## config.mk

```make
export PLATFORM = sky130hd
export DESIGN_NAME = fetch_stage
export DESIGN_NICKNAME = d
export VERILOG_FILES = /design/src/rtl/fetch_stage_pkg.sv /design/src/rtl/fetch_stage.sv
export SDC_FILE = /design/constraint.sdc
export NUM_CORES = 1
export LEC_CHECK = 0
export ABC_AREA = 1
export BUFFER_PORTS_ARGS = -buffer_cell sky130_fd_sc_hd__buf_2
export CELL_PAD_IN_SITES_DETAIL_PLACEMENT = 0
export CELL_PAD_IN_SITES_GLOBAL_PLACEMENT = 2
export CORE_ASPECT_RATIO = 1.75
export CORE_UTILIZATION = 28
export DETAILED_ROUTE_END_ITERATION = 8
export MAX_ROUTING_LAYER = met4
export PLACE_DENSITY = 0.87
export SLEW_MARGIN = 20
export SYNTH_ARGS = -nofsm -noshare
export SYNTH_HDL_FRONTEND = slang
export SYNTH_SLANG_ARGS = --single-unit
```

## constraint.sdc

```tcl
create_clock -name clk -period 5 [get_ports clk]
set_input_delay 1 -clock clk [delete_from_list [all_inputs] [get_ports clk]]
set_output_delay 1 -clock clk [all_outputs]
set_load 0.05 [all_outputs]
```

## src/rtl/fetch_stage_pkg.sv

```systemverilog
// -----------------------------------------------------------------------------
// fetch_stage_pkg
// Shared definitions for the instruction fetch stage and its neighbours.
//   - Pipeline bus widths (stall vector, IF->ID bus, branch bus)
//   - Stall encoding (STOP / NO_STOP)
//   - Boot vector RESET_PC and the pre-boot PC value held during reset
//   - Fetch FSM state encodings
//   - Packed views of the branch and IF->ID buses
// -----------------------------------------------------------------------------
package fetch_stage_pkg;

    localparam int STALL_WD    = 6;
    localparam int IF_TO_ID_WD = 33;
    localparam int BR_WD       = 33;

    localparam logic STOP    = 1'b1;
    localparam logic NO_STOP = 1'b0;

    localparam logic [31:0] RESET_PC = 32'hBFC0_0000;
    // One word below the boot vector so decode sees a consistent "previous"
    // PC while ce is still low.
    localparam logic [31:0] PRE_RESET_PC = 32'hBFBF_FFFC;

    localparam logic [31:0] PC_STEP = 32'd4;

    localparam logic [0:0] ST_BOOT = 1'b0;
    localparam logic [0:0] ST_RUN  = 1'b1;

    typedef struct packed {
        logic        br_e;
        logic [31:0] br_addr;
    } br_bus_t;

    typedef struct packed {
        logic        ce;
        logic [31:0] pc;
    } if_to_id_t;

    function automatic logic is_misaligned(input logic [31:0] addr);
        return (addr[1:0] != 2'b00);
    endfunction

endpackage

```

## src/rtl/fetch_stage.sv

```systemverilog
// -----------------------------------------------------------------------------
// fetch_stage
// Instruction fetch stage: owns the PC, presents fetch addresses to the
// instruction SRAM and hands {ce, pc} to decode. SRAM read data for pc_reg
// arrives one cycle after the address was presented, so the address output
// runs one PC ahead of if_to_id_bus while the pipe is moving.
//
// Branches from decode that arrive while this stage is stalled are parked in
// pend_addr and taken on the first unstalled cycle; a live branch on that
// cycle wins over the parked one.
//
// Optional feature (macro FETCH_ADEL_EN): flag misaligned fetch PCs on
// fetch_adel and suppress the SRAM enable for the misaligned address.
//
// Ports
//   clk             in   system clock
//   rst             in   synchronous, active-high reset
//   stall           in   pipeline stall vector, bit 0 governs this stage
//   br_bus          in   {br_e, br_addr[31:0]} from decode
//   if_to_id_bus    out  {ce, pc[31:0]} to decode
//   inst_sram_en    out  instruction SRAM enable
//   inst_sram_wen   out  byte write enables, always 4'b0000
//   inst_sram_addr  out  fetch address
//   inst_sram_wdata out  always 32'b0
//   fetch_adel      out  misaligned-PC flag (FETCH_ADEL_EN only)
// -----------------------------------------------------------------------------
// state | meaning
// BOOT  | out of reset; next edge loads RESET_PC and raises ce
// RUN   | normal fetch; PC advances unless stall[0] is STOP
// -----------------------------------------------------------------------------
module fetch_stage
    import fetch_stage_pkg::*;
(
    input  logic                   clk,
    input  logic                   rst,
    input  logic [STALL_WD-1:0]    stall,
    input  logic [BR_WD-1:0]       br_bus,
    output logic [IF_TO_ID_WD-1:0] if_to_id_bus,
    output logic                   inst_sram_en,
    output logic [3:0]             inst_sram_wen,
    output logic [31:0]            inst_sram_addr,
    output logic [31:0]            inst_sram_wdata
`ifdef FETCH_ADEL_EN
    ,
    output logic                   fetch_adel
`endif
);

    logic [0:0]  state;
    logic [31:0] pc_reg;
    logic        ce_reg;
    logic        pend_valid;
    logic [31:0] pend_addr;

    br_bus_t     br;
    if_to_id_t   if_to_id;
    logic        stop_here;
    logic [31:0] next_pc;

    // Upper stall bits belong to later stages.
    logic        unused_stall;
    assign unused_stall = ^stall[STALL_WD-1:1];

    assign br        = br_bus;
    assign stop_here = (stall[0] == STOP);

    // Live branch beats a parked one; otherwise sequential, wrapping at 2^32.
    always_comb begin
        next_pc = pc_reg + PC_STEP;
        if (br.br_e) begin
            next_pc = br.br_addr;
        end else if (pend_valid) begin
            next_pc = pend_addr;
        end
    end

    always_comb begin
        inst_sram_addr = RESET_PC;
        if (state == ST_RUN) begin
            inst_sram_addr = stop_here ? pc_reg : next_pc;
        end
    end

`ifdef FETCH_ADEL_EN
    always_comb begin
        inst_sram_en = ~rst & ~is_misaligned(inst_sram_addr);
    end
`else
    always_comb begin
        inst_sram_en = ~rst;
    end
`endif

    assign inst_sram_wen   = 4'b0000;
    assign inst_sram_wdata = 32'b0;

    assign if_to_id.ce  = ce_reg;
    assign if_to_id.pc  = pc_reg;
    assign if_to_id_bus = if_to_id;

    always_ff @(posedge clk) begin
        if (rst) begin
            state      <= ST_BOOT;
            pc_reg     <= PRE_RESET_PC;
            ce_reg     <= 1'b0;
            pend_valid <= 1'b0;
            pend_addr  <= 32'b0;
        end else begin
            case (state)
                ST_BOOT: begin
                    // Stall is deliberately ignored here: the boot fetch
                    // must always be issued.
                    state      <= ST_RUN;
                    pc_reg     <= RESET_PC;
                    ce_reg     <= 1'b1;
                    pend_valid <= 1'b0;
                end
                ST_RUN: begin
                    if (stop_here) begin
                        // Latest branch during a stall overwrites earlier ones.
                        if (br.br_e) begin
                            pend_valid <= 1'b1;
                            pend_addr  <= br.br_addr;
                        end
                    end else begin
                        pc_reg     <= next_pc;
                        pend_valid <= 1'b0;
                    end
                end
                default: begin
                    state <= ST_BOOT;
                end
            endcase
        end
    end

`ifdef FETCH_ADEL_EN
    always_ff @(posedge clk) begin
        if (rst) begin
            fetch_adel <= 1'b0;
        end else if (state == ST_BOOT) begin
            fetch_adel <= is_misaligned(RESET_PC);
        end else if (!stop_here) begin
            fetch_adel <= is_misaligned(next_pc);
        end
    end
`endif

endmodule
```

==> reports/qor.txt, run 1 <==
Mapped Cells - 713
DRC Markers - 0
Fmax - 244 MHz
Combinational share of power - 28.7%
Lkg Pwr - 2.58 nW
Routability cong. - 0.841
Clock Tree Buf Depth - 2
Placed cell areas - 4890 µm²
Post-synth EDFFs - 0
Worst path depth - 7
Startpoint type of the worst setup path - primary input
Worst-path clk slew - 60 ps
Internal - 1.02 mW
Seq/Total Area, Yosys - 30.5%
Reg2Reg Launch Point - state$_DFF_P_
Post-CTS repair timing setup buffer count - 0
Worst Setup SP - br_bus[32]
Fin crit share - 82.1%
Worst skew pair latency - 340 ps
Flip-flop and latch count after synthesis - 67
Initial antenna violation count - 0
GRT Resource Usage Total - 20.5%
Netlist cell types - 33
Crit path arrival time - 3110 ps
Port bufs - 101
DIE WIDTH - 96.7 µm
Final Slew Violations - 0
Setup TNS - 0 ps
Clock network power share - 35.5%
Worst min path class - reg2reg
Post-DR wirelength/cell - 16.4 µm
N_diodes - 0
Htree depth - 3
Antenna-violating nets left - 0
Routed via count - 4619
Worst Max-Slew Pin Slew - 1010 ps
Status - finished clean
Crit path max-delay family - buffers and inverters
Type of destination of the critical path - primary output
CTS resizes - 0
CTS hold repair buffers - 0
CTS tree - yes
Crit-path max cell delay - 780 ps
Setup WS post-layout - 894 ps
Synthesized cell area - 4400 µm²
Area Growth Syn to Fin - 17.3%
Max_cap viols - 0
Critical path, cell by cell - buf_2 > clkinv_1 > o211ai_1 > nand2_1 > nand2_1 > inv_1 > buf_2
Reg2reg end - pend_addr[24]$_SDFFE_PP0P_
Critical path's slowest cell - clkinv_1
Slew HR - 32.9%
Largest net degree at the start of global routing - 61
WL final - 16100 µm
# nets final - 835
Vias per cell - 4.69
Fin Hold WS - 445 ps
Clock Skews - 7.41 ps
Avg Inst Size Synth - 6.17 µm²
Height of the die - 168 µm
Tmin final - 4110 ps
Worst Path Max Fanout - 32
Die ar. - 16200 µm²
Core Area - 15400 µm²
Sequential Power Share - 35.8%
TritonCTS Sinks - 67
Pre-CTS WS - 890 ps
Fraction of layout cells with a size suffix above 1 - 18.8%
GRT overflow - 0
Switching part of the total power - 39.6%
Worst setup endpoint - inst_sram_addr[13]
Worst EP required - 4000 ps
Crit path buf inv count - 4
Critical path class - in2out
Pwr dens - 328 nW/µm²
DRT iter0 DRCs - 186
Cell Rows - 60
First-pass GRT wire length - 24600 µm
Finished Cell Area - 5160 µm²
Num CTS Buffers - 9
Initial Utilization - 28.6%
HPWL after DPL - 12100 µm
Main synth FF type - dfxtp_1
Ys Warns - 0
Final Hold Fails - 0
RSZ-0062 raised after global routing - false
Ys async rst share - 0%
Peak supply drop - 0.140 mV
I/O pin total - 143
Final setup fails - 0
Sw power - 669 µW
Root Buffer - clkbuf_16
Number of detailed-route iterations in the first pass - 5
Worst R2R Setup Slack - 2900 ps
Number of global-route vias before repair - 4493
Worst R2R Path Depth - 4
synth_stat cells, types with 2 or more instances:
cell      instances  area (µm²)
nand2_4           2        22.5
inv_1            81         304
nand2_1         191         717
o21ai_1           5        25.0
a21oi_1          85         425
nand4_1           3        18.8
nor2_4            8        90.1
xor2_1            6        52.6
buf_4            38         285
buf_2            11        55.1
o21ai_0          51         255
clkbuf_1         24        90.1
nor2_1           65         244
o211ai_1          6        45.0
nand3_1          33         165
dfxtp_1          67        1340
nand2_2           4        25.0
nand3b_1          7        52.6
a211oi_1          3        22.5
nor2_2           10        62.6
power by group through the flow:
stage                     clock network [mW]  registers [mW]  logic [mW]
after global routing                   0.626           0.609       0.526
after CTS                              0.609           0.606       0.490
after floorplan                            0           0.660       0.341
final                                  0.599           0.606       0.485
after detailed placement                   0           0.618       0.489
after global placement                     0           0.618       0.489
area by class of cell:
| class | instances | area [µm²] |
|---|---|---|
| fillers | 1748 | 10200 |
| multi-input cells | 525 | 2450 |
| flip-flops and latches | 67 | 1340 |
| repair buffers | 107 | 551 |
| inverters | 83 | 312 |
| clock buffers | 12 | 246 |
| well taps | 186 | 233 |
| clock inverters | 4 | 26.3 |
routing by layer:
layer / track usage [%] / routed length, µm
met4: 9.60 / 586
met2: 38.4 / 8830
met5: - / 0
met3: 2.99 / 642
met1: 20.8 / 6050
tightest hold or removal path: stages, from the launching register on:
cell and delay (ps):
dfxtp_1 310, inv_1 50, a21oi_1 50
how the worst min path moves through the flow:
stage / start / end / slack [ps] / cells after the start
2_1_floorplan: pend_addr[11]$_SDFFE_PP0P_ / pend_addr[11]$_SDFFE_PP0P_ / 420 / 2
3_3_place_gp: pend_addr[6]$_SDFFE_PP0P_ / pend_addr[6]$_SDFFE_PP0P_ / 430 / 2
3_5_place_dp: pend_addr[6]$_SDFFE_PP0P_ / pend_addr[6]$_SDFFE_PP0P_ / 440 / 2
4_1_cts: pend_addr[6]$_SDFFE_PP0P_ / pend_addr[6]$_SDFFE_PP0P_ / 450 / 2
5_1_grt: pend_addr[6]$_SDFFE_PP0P_ / pend_addr[6]$_SDFFE_PP0P_ / 470 / 2
6_report: pend_addr[6]$_SDFFE_PP0P_ / pend_addr[6]$_SDFFE_PP0P_ / 450 / 2
cells by family (layout without fill, tap and decap cells):
group           after synthesis  after routing  synth area share [%]
buf+inv                     156            206                  16.9
flops                        67             67                  30.5
fa+ha+maj                     1              1                 0.284
simple gates                326            326                  32.4
xor+xnor                      7              7                  1.39
compound gates              155            155                  18.4
other cells                   1             36                0.0853
placed cells by master (no fill, tap or decap), drive strengths merged:
| master | synthesis | layout |
|---|---|---|
| a21boi | 1 | 1 |
| nor4 | 1 | 1 |
| clkbuf | 24 | 12 |
| xnor2 | 1 | 1 |
| buf | 49 | 107 |
| nor2 | 83 | 83 |
| a21oi | 86 | 86 |
| nand3 | 34 | 34 |
| conb | 1 | 36 |
| inv | 82 | 82 |
| o21a | 1 | 1 |
| nand3b | 7 | 7 |
| o21ai | 56 | 56 |
| nand2 | 197 | 197 |
| clkinvlp | 0 | 1 |
| xor2 | 6 | 6 |
| nor3b | 1 | 1 |
| o21bai | 1 | 1 |
| o211ai | 6 | 6 |
| clkinv | 1 | 4 |
| ha | 1 | 1 |
| dfxtp | 67 | 67 |
| a211oi | 3 | 3 |
| o22ai | 1 | 1 |
| nand4 | 3 | 3 |
through the flow:
stage,power [mW],std cells,util [%]
floorplan,1.00,748,-
global placement,1.11,968,31.8
detailed placement,1.11,968,31.8
CTS,1.71,984,33.5
global route,1.76,984,33.5
finish,1.69,984,33.5
Note: power is estimated with default switching activity, not from simulation.
==> inputs of run 2 (changes only) <==
Settings changed: CORE_UTILIZATION 28 to 26, PLACE_DENSITY 0.87 to 0.82.
Clock period 5 ns to 4.1 ns, I/O delays scaled along.
==> run 2 against run 1 <==
Effect of this change:
- total power rose by 26%
- global-route usage fell by 0.52 points
- critical endpoint is now inst_sram_addr[10]
- highest routed layer unchanged
- largest cell class unchanged
- cell count rose by 4.2%
- worst hold slack improved by 3.3 ps
- critical path depth rose by 3
- wire length rose by 3.8%
- final area rose by 2.0%
- clock-buffer cell count fell by 2
- core utilization fell by 1.5 points
- via count fell by 0.30%
- clock power rose by 32%
==> reports/qor.txt, run 2 (synthesized netlist as in run 1, its figures left out) <==
Vias per cell - 4.49 (was 4.69)
Routed via count - 4605 (was 4619)
# nets final - 838 (was 835)
Peak supply drop - 0.158 mV (was 0.140 mV)
Root Buffer - clkbuf_16 (unchanged)
RSZ-0062 raised after global routing - false (unchanged)
Num CTS Buffers - 9 (unchanged)
Crit path arrival time - 2550 ps (was 3110 ps)
GRT overflow - 0 (unchanged)
Crit-path max cell delay - 440 ps (was 780 ps)
Lkg Pwr - 2.61 nW (was 2.58 nW)
HPWL after DPL - 12600 µm (was 12100 µm)
Fraction of layout cells with a size suffix above 1 - 19.2% (was 18.8%)
Post-DR wirelength/cell - 16.3 µm (was 16.4 µm)
Largest net degree at the start of global routing - 61 (unchanged)
Initial Utilization - 26.7% (was 28.6%)
Post-CTS repair timing setup buffer count - 0 (unchanged)
Reg2Reg Launch Point - pc_reg[2]$_SDFF_PP1_ (was state$_DFF_P_)
WL final - 16700 µm (was 16100 µm)
Pwr dens - 405 nW/µm² (was 328 nW/µm²)
Startpoint type of the worst setup path - flip-flop (was primary input)
Worst min path class - reg2reg (unchanged)
First-pass GRT wire length - 25000 µm (was 24600 µm)
GRT Resource Usage Total - 20.0% (was 20.5%)
TritonCTS Sinks - 67 (unchanged)
Worst skew pair latency - 340 ps (about the same)
Reg2reg end - pc_reg[10]$_SDFF_PP1_ (was pend_addr[24]$_SDFFE_PP0P_)
Worst setup endpoint - inst_sram_addr[10] (was inst_sram_addr[13])
Worst R2R Setup Slack - 2070 ps (was 2900 ps)
I/O pin total - 143 (unchanged)
Final setup fails - 0 (unchanged)
Worst Setup SP - pc_reg[2]$_SDFF_PP1_ (was br_bus[32])
Fmax - 297 MHz
Cell Rows - 62 (was 60)
Worst EP required - 3280 ps (was 4000 ps)
Most frequent cells in the layout - nand2_1 (191), buf_2 (101), a21oi_1 (85), inv_1 (81), dfxtp_1 (67) (unchanged)
DRT iter0 DRCs - 193 (was 186)
N_diodes - 0 (unchanged)
Worst Path Max Fanout - 6 (was 32)
CTS tree - yes (unchanged)
Type of destination of the critical path - primary output (unchanged)
DP Cell Count - 1009 (was 968)
Critical path class - reg2out (was in2out)
Slew HR - 28.3% (was 32.9%)
Height of the die - 174 µm (was 168 µm)
DIE WIDTH - 100 µm (was 96.7 µm)
Final Slew Violations - 0 (unchanged)
CTS resizes - 0 (unchanged)
CTS hold repair buffers - 0 (unchanged)
Antenna-violating nets left - 0 (unchanged)
Core Area - 16400 µm² (was 15400 µm²)
Clock Tree Buf Depth - 2 (unchanged)
Max_cap viols - 0 (unchanged)
Fin crit share - 82.2%
Number of detailed-route iterations in the first pass - 4 (was 5)
Setup TNS - 0 ps (unchanged)
Initial antenna violation count - 0 (unchanged)
Worst-path clk slew - 60 ps (about the same)
DRC Markers - 0 (unchanged)
Htree depth - 3 (unchanged)
Final Hold Fails - 0 (unchanged)
Critical path, cell by cell - ha_1 > nand2_1 > nor2_2 > nand2_4 > xor2_1 > o21ai_1 > o21ai_1 > nand2_1 > inv_1 > buf_2 (was buf_2 > clkinv_1 > o211ai_1 > nand2_1 > nand2_1 > inv_1 > buf_2)
Critical path's slowest cell - dfxtp_1 (was clkinv_1)
Die ar. - 17500 µm² (was 16200 µm²)
Area Growth Syn to Fin - 19.7% (was 17.3%)
Status - finished clean (unchanged)
Tmin final - 3370 ps
Number of global-route vias before repair - 4430 (was 4493)
Worst R2R Path Depth - 9 (was 4)
Worst Max-Slew Pin Slew - 1070 ps (was 1010 ps)
Most common cell after layout, fill and taps aside - nand2_1 (unchanged)
Non-filler instance count after layout - 1025 (was 984)
Port bufs - 101 (unchanged)
Routability cong. - 0.879 (was 0.841)
Clock Skews - 6.35 ps (was 7.41 ps)
[run 2: changes by cell type in the layout (fill, tap and decap cells not counted), sizes merged]
cell      change
buf           +3
bufinv        +1
clkbuf        -2
clkinv        +2
clkinvlp      -1
[run 2: where the power goes]
group          switching (mW)  internal, mW
Sequential             0.0465         0.691
Clock                   0.321         0.472
Combinational           0.468         0.133
[run 2: how the worst min path moves through the flow]
stage	startpoint	cells after the start	slack, ps	end
global route	pend_addr[11]$_SDFFE_PP0P_	2	460	pend_addr[11]$_SDFFE_PP0P_
detailed placement	pend_addr[11]$_SDFFE_PP0P_	2	440	pend_addr[11]$_SDFFE_PP0P_
finish	pend_addr[1]$_SDFFE_PP0P_	2	450	pend_addr[1]$_SDFFE_PP0P_
global placement	pend_addr[27]$_SDFFE_PP0P_	2	430	pend_addr[27]$_SDFFE_PP0P_
floorplan	pend_addr[11]$_SDFFE_PP0P_	2	420	pend_addr[11]$_SDFFE_PP0P_
CTS	pend_addr[22]$_SDFFE_PP0P_	2	450	pend_addr[22]$_SDFFE_PP0P_
[run 2: cell type report]
| cell class | count | area [µm²] |
|---|---|---|
| clock buffers | 10 | 229 |
| clock inverters | 6 | 66.3 |
| fillers | 1927 | 11200 |
| inverters | 83 | 312 |
| multi-input cells | 525 | 2450 |
| flip-flops and latches | 67 | 1340 |
| well taps | 224 | 280 |
| repair buffers | 110 | 586 |
[run 2: layer usage]
metal,track usage [%],part of all wire [%],vias to the layer above
met5,-,0,-
li1,-,-,2341
met4,10.6,5.0,0
met3,2.73,3.9,40
met1,20.4,37,2067
met2,36.4,54,157
[run 2: critical path: cells and delay by family (launching register included)]
kind	cells	cell delay, ps
and+or+nand+nor	4	500
xor gates and xnor gates	1	280
DFF	1	440
adders and majority gates	1	310
AOI/OAI and AO/OA	2	360
buffers and inverters	2	320
[run 2: metrics by stage]
stage | hold slack [ps] | instance area, µm² | total power [mW] | setup slack [ps] | util [%]
2_1_floorplan | 423 | 4530 | 1.22 | 1010 | -
3_3_place_gp | 434 | 4970 | 1.36 | 866 | 30.2
3_5_place_dp | 441 | 4970 | 1.36 | 902 | 30.2
4_1_cts | 450 | 5270 | 2.16 | 653 | 32.0
5_1_grt | 460 | 5270 | 2.22 | 531 | 32.0
6_report | 449 | 5270 | 2.13 | 729 | 32.0
==> inputs of run 3 (changes only) <==
Clock period 4.1 ns to 3.53 ns, I/O delays scaled along.
==> run 3 against run 2 <==
Effect of this change:
- global-route usage up 0.66 points
- wire length increased by 1.8%
- critical path depth did not move
- die area stayed put
- register-to-register slack got worse by 610 ps
- critical path type unchanged
- critical endpoint unchanged
==> reports/qor.txt, run 3 (synthesized netlist as in run 1, its figures left out) <==
Height of the die - 174 µm (unchanged)
Sequential Power Share - 32.5% (was 34.6%)
Port bufs - 101 (unchanged)
Htree depth - 3 (unchanged)
Worst EP required - 2820 ps (was 3280 ps)
Fin crit share - 93.1%
DRT iter0 DRCs - 174 (was 193)
Clock Tree Buf Depth - 2 (unchanged)
Clock Skews - 7.56 ps (was 6.35 ps)
Worst min path class - reg2reg (unchanged)
Internal - 1.65 mW (was 1.30 mW)
Number of global-route vias before repair - 4533 (was 4430)
Fmax - 304 MHz
Routed via count - 4681 (was 4605)
Tmin final - 3290 ps
Cell Rows - 62 (unchanged)
TritonCTS Sinks - 67 (unchanged)
Num CTS Buffers - 9 (unchanged)
Slew HR - 56.2% (was 28.3%)
N_diodes - 0 (unchanged)
Pre-CTS WS - 589 ps (was 902 ps)
Multi-input gate area - 2450 µm² (unchanged)
Lkg Pwr - 2.66 nW (was 2.61 nW)
Fin Hold WS - 449 ps (about the same)
Worst setup endpoint - inst_sram_addr[10] (unchanged)
Startpoint type of the worst setup path - flip-flop (unchanged)
Most frequent cells in the layout - nand2_1 (191), buf_2 (101), a21oi_1 (85), inv_1 (81), dfxtp_1 (67) (unchanged)
Worst R2R Path Depth - 9 (unchanged)
Root Buffer - clkbuf_16 (unchanged)
Routability cong. - 0.808 (was 0.879)
First-pass GRT wire length - 25800 µm (was 25000 µm)
Worst Setup SP - pc_reg[2]$_SDFF_PP1_ (unchanged)
RSZ-0062 raised after global routing - false (unchanged)
Final Slew Violations - 0 (unchanged)
Peak supply drop - 0.203 mV (was 0.158 mV)
CTS resizes - 0 (unchanged)
Worst Path Max Fanout - 6 (unchanged)
Initial Utilization - 26.7% (unchanged)
Reg2reg end - pc_reg[10]$_SDFF_PP1_ (unchanged)
Final setup fails - 0 (unchanged)
Setup TNS - 0 ps (unchanged)
Most common cell after layout, fill and taps aside - nand2_1 (unchanged)
Crit-path max cell delay - 440 ps (about the same)
Die ar. - 17500 µm² (unchanged)
WL final - 17000 µm (was 16700 µm)
Post-DR wirelength/cell - 16.5 µm (was 16.3 µm)
CTS hold repair buffers - 0 (unchanged)
Area Growth Syn to Fin - 21.9% (was 19.7%)
FF+latch area - 1340 µm² (unchanged)
Worst skew pair latency - 340 ps (about the same)
GRT Resource Usage Total - 20.7% (was 20.0%)
Sw power - 970 µW (was 835 µW)
Clock network power share - 40.4% (was 37.2%)
Post-CTS repair timing setup buffer count - 0 (unchanged)
Worst-path clk slew - 60 ps (about the same)
HPWL after DPL - 13000 µm (was 12600 µm)
GRT overflow - 0 (unchanged)
Vias per cell - 4.54 (was 4.49)
Pwr dens - 489 nW/µm² (was 405 nW/µm²)
Setup WS post-layout - 242 ps (was 729 ps)
Combinational share of power - 27.1% (was 28.2%)
CTS tree - yes (unchanged)
Max_cap viols - 0 (unchanged)
Critical path class - reg2out (unchanged)
DIE WIDTH - 100 µm (unchanged)
Crit path arrival time - 2580 ps (was 2550 ps)
Switching part of the total power - 37.0% (was 39.2%)
DRC Markers - 0 (unchanged)
Fill count - 1936 (was 1927)
Fraction of layout cells with a size suffix above 1 - 20.0% (was 19.2%)
Status - finished clean (unchanged)
Worst Max-Slew Pin Slew - 656 ps (was 1070 ps)
Worst R2R Setup Slack - 1460 ps (was 2070 ps)
Type of destination of the critical path - primary output (unchanged)
Critical path's slowest cell - dfxtp_1 (unchanged)
Initial antenna violation count - 0 (unchanged)
Critical path, cell by cell - ha_1 > nand2_1 > nor2_2 > nand2_4 > xor2_1 > o21ai_1 > o21ai_1 > nand2_1 > inv_1 > buf_2 (unchanged)
Number of detailed-route iterations in the first pass - 4 (unchanged)
Largest net degree at the start of global routing - 61 (unchanged)
Final Hold Fails - 0 (unchanged)
Reg2Reg Launch Point - pc_reg[2]$_SDFF_PP1_ (unchanged)
Antenna-violating nets left - 0 (unchanged)
Core Area - 16400 µm² (unchanged)
I/O pin total - 143 (unchanged)
# nets final - 845 (was 838)
run 3: cell count changes in the layout (fill, tap and decap cells not counted):
cell       before  now
buf_4           8   15
bufinv_16       1    3
clkinv_4        3    1
clkbuf_1        1    0
clkinv_2        2    1
inv_6           0    1
run 3: critical path: cells and delay by family (launching register included):
family                     cells  cell delay (ps)
and+or+nand+nor                4              520
DFF                            1              440
AOI/OAI and AO/OA              2              340
adders and majority gates      1              320
buffers and inverters          2              310
xor gates and xnor gates       1              290
run 3: cell type report:
cell class / instances / area share, %
Clock buffer: 9 / 4.20
Clock inverter: 6 / 2.10
Inverter: 83 / 5.81
Multi-Input combinational cell: 525 / 45.7
Sequential cell: 67 / 25.0
Tap cell: 224 / 5.23
Timing Repair Buffer: 117 / 11.9
run 3: worst min-delay path by stage:
stage                                          start                          to  slack (ps)  cells after the start
after detailed placement  pend_addr[22]$_SDFFE_PP0P_  pend_addr[22]$_SDFFE_PP0P_         440                      2
after CTS                 pend_addr[22]$_SDFFE_PP0P_  pend_addr[22]$_SDFFE_PP0P_         450                      2
after global placement    pend_addr[13]$_SDFFE_PP0P_  pend_addr[13]$_SDFFE_PP0P_         430                      2
after global routing      pend_addr[24]$_SDFFE_PP0P_  pend_addr[24]$_SDFFE_PP0P_         460                      2
after floorplan           pend_addr[11]$_SDFFE_PP0P_  pend_addr[11]$_SDFFE_PP0P_         420                      2
final                     pend_addr[24]$_SDFFE_PP0P_  pend_addr[24]$_SDFFE_PP0P_         450                      2
run 3: power by group through the flow:
stage                     clock network (mW)  registers, mW  logic, mW
final                                   1.06          0.851      0.710
after global routing                    1.10          0.856      0.768
after CTS                               1.08          0.852      0.718
after detailed placement                   0          0.868      0.716
after global placement                     0          0.867      0.716
after floorplan                            0          0.935      0.482
run 3: metal layers:
metal / vias to the layer above / wire, µm / global-route usage [%]
li1: 2363 / - / -
met1: 2147 / 6530 / 21.5
met2: 144 / 9260 / 37.5
met3: 27 / 537 / 2.94
met4: 0 / 681 / 9.60
met5: - / 0 / -
run 3: stage by stage:
stage                     cells  cell area [µm²]  utilization [%]  total power [mW]
after global routing       1031             5360             32.6              2.73
after floorplan             748             4530                -              1.42
after detailed placement   1016             5020             30.5              1.58
final                      1031             5360             32.6              2.62
after global placement     1016             5020             30.5              1.58
after CTS                  1031             5360             32.6              2.65
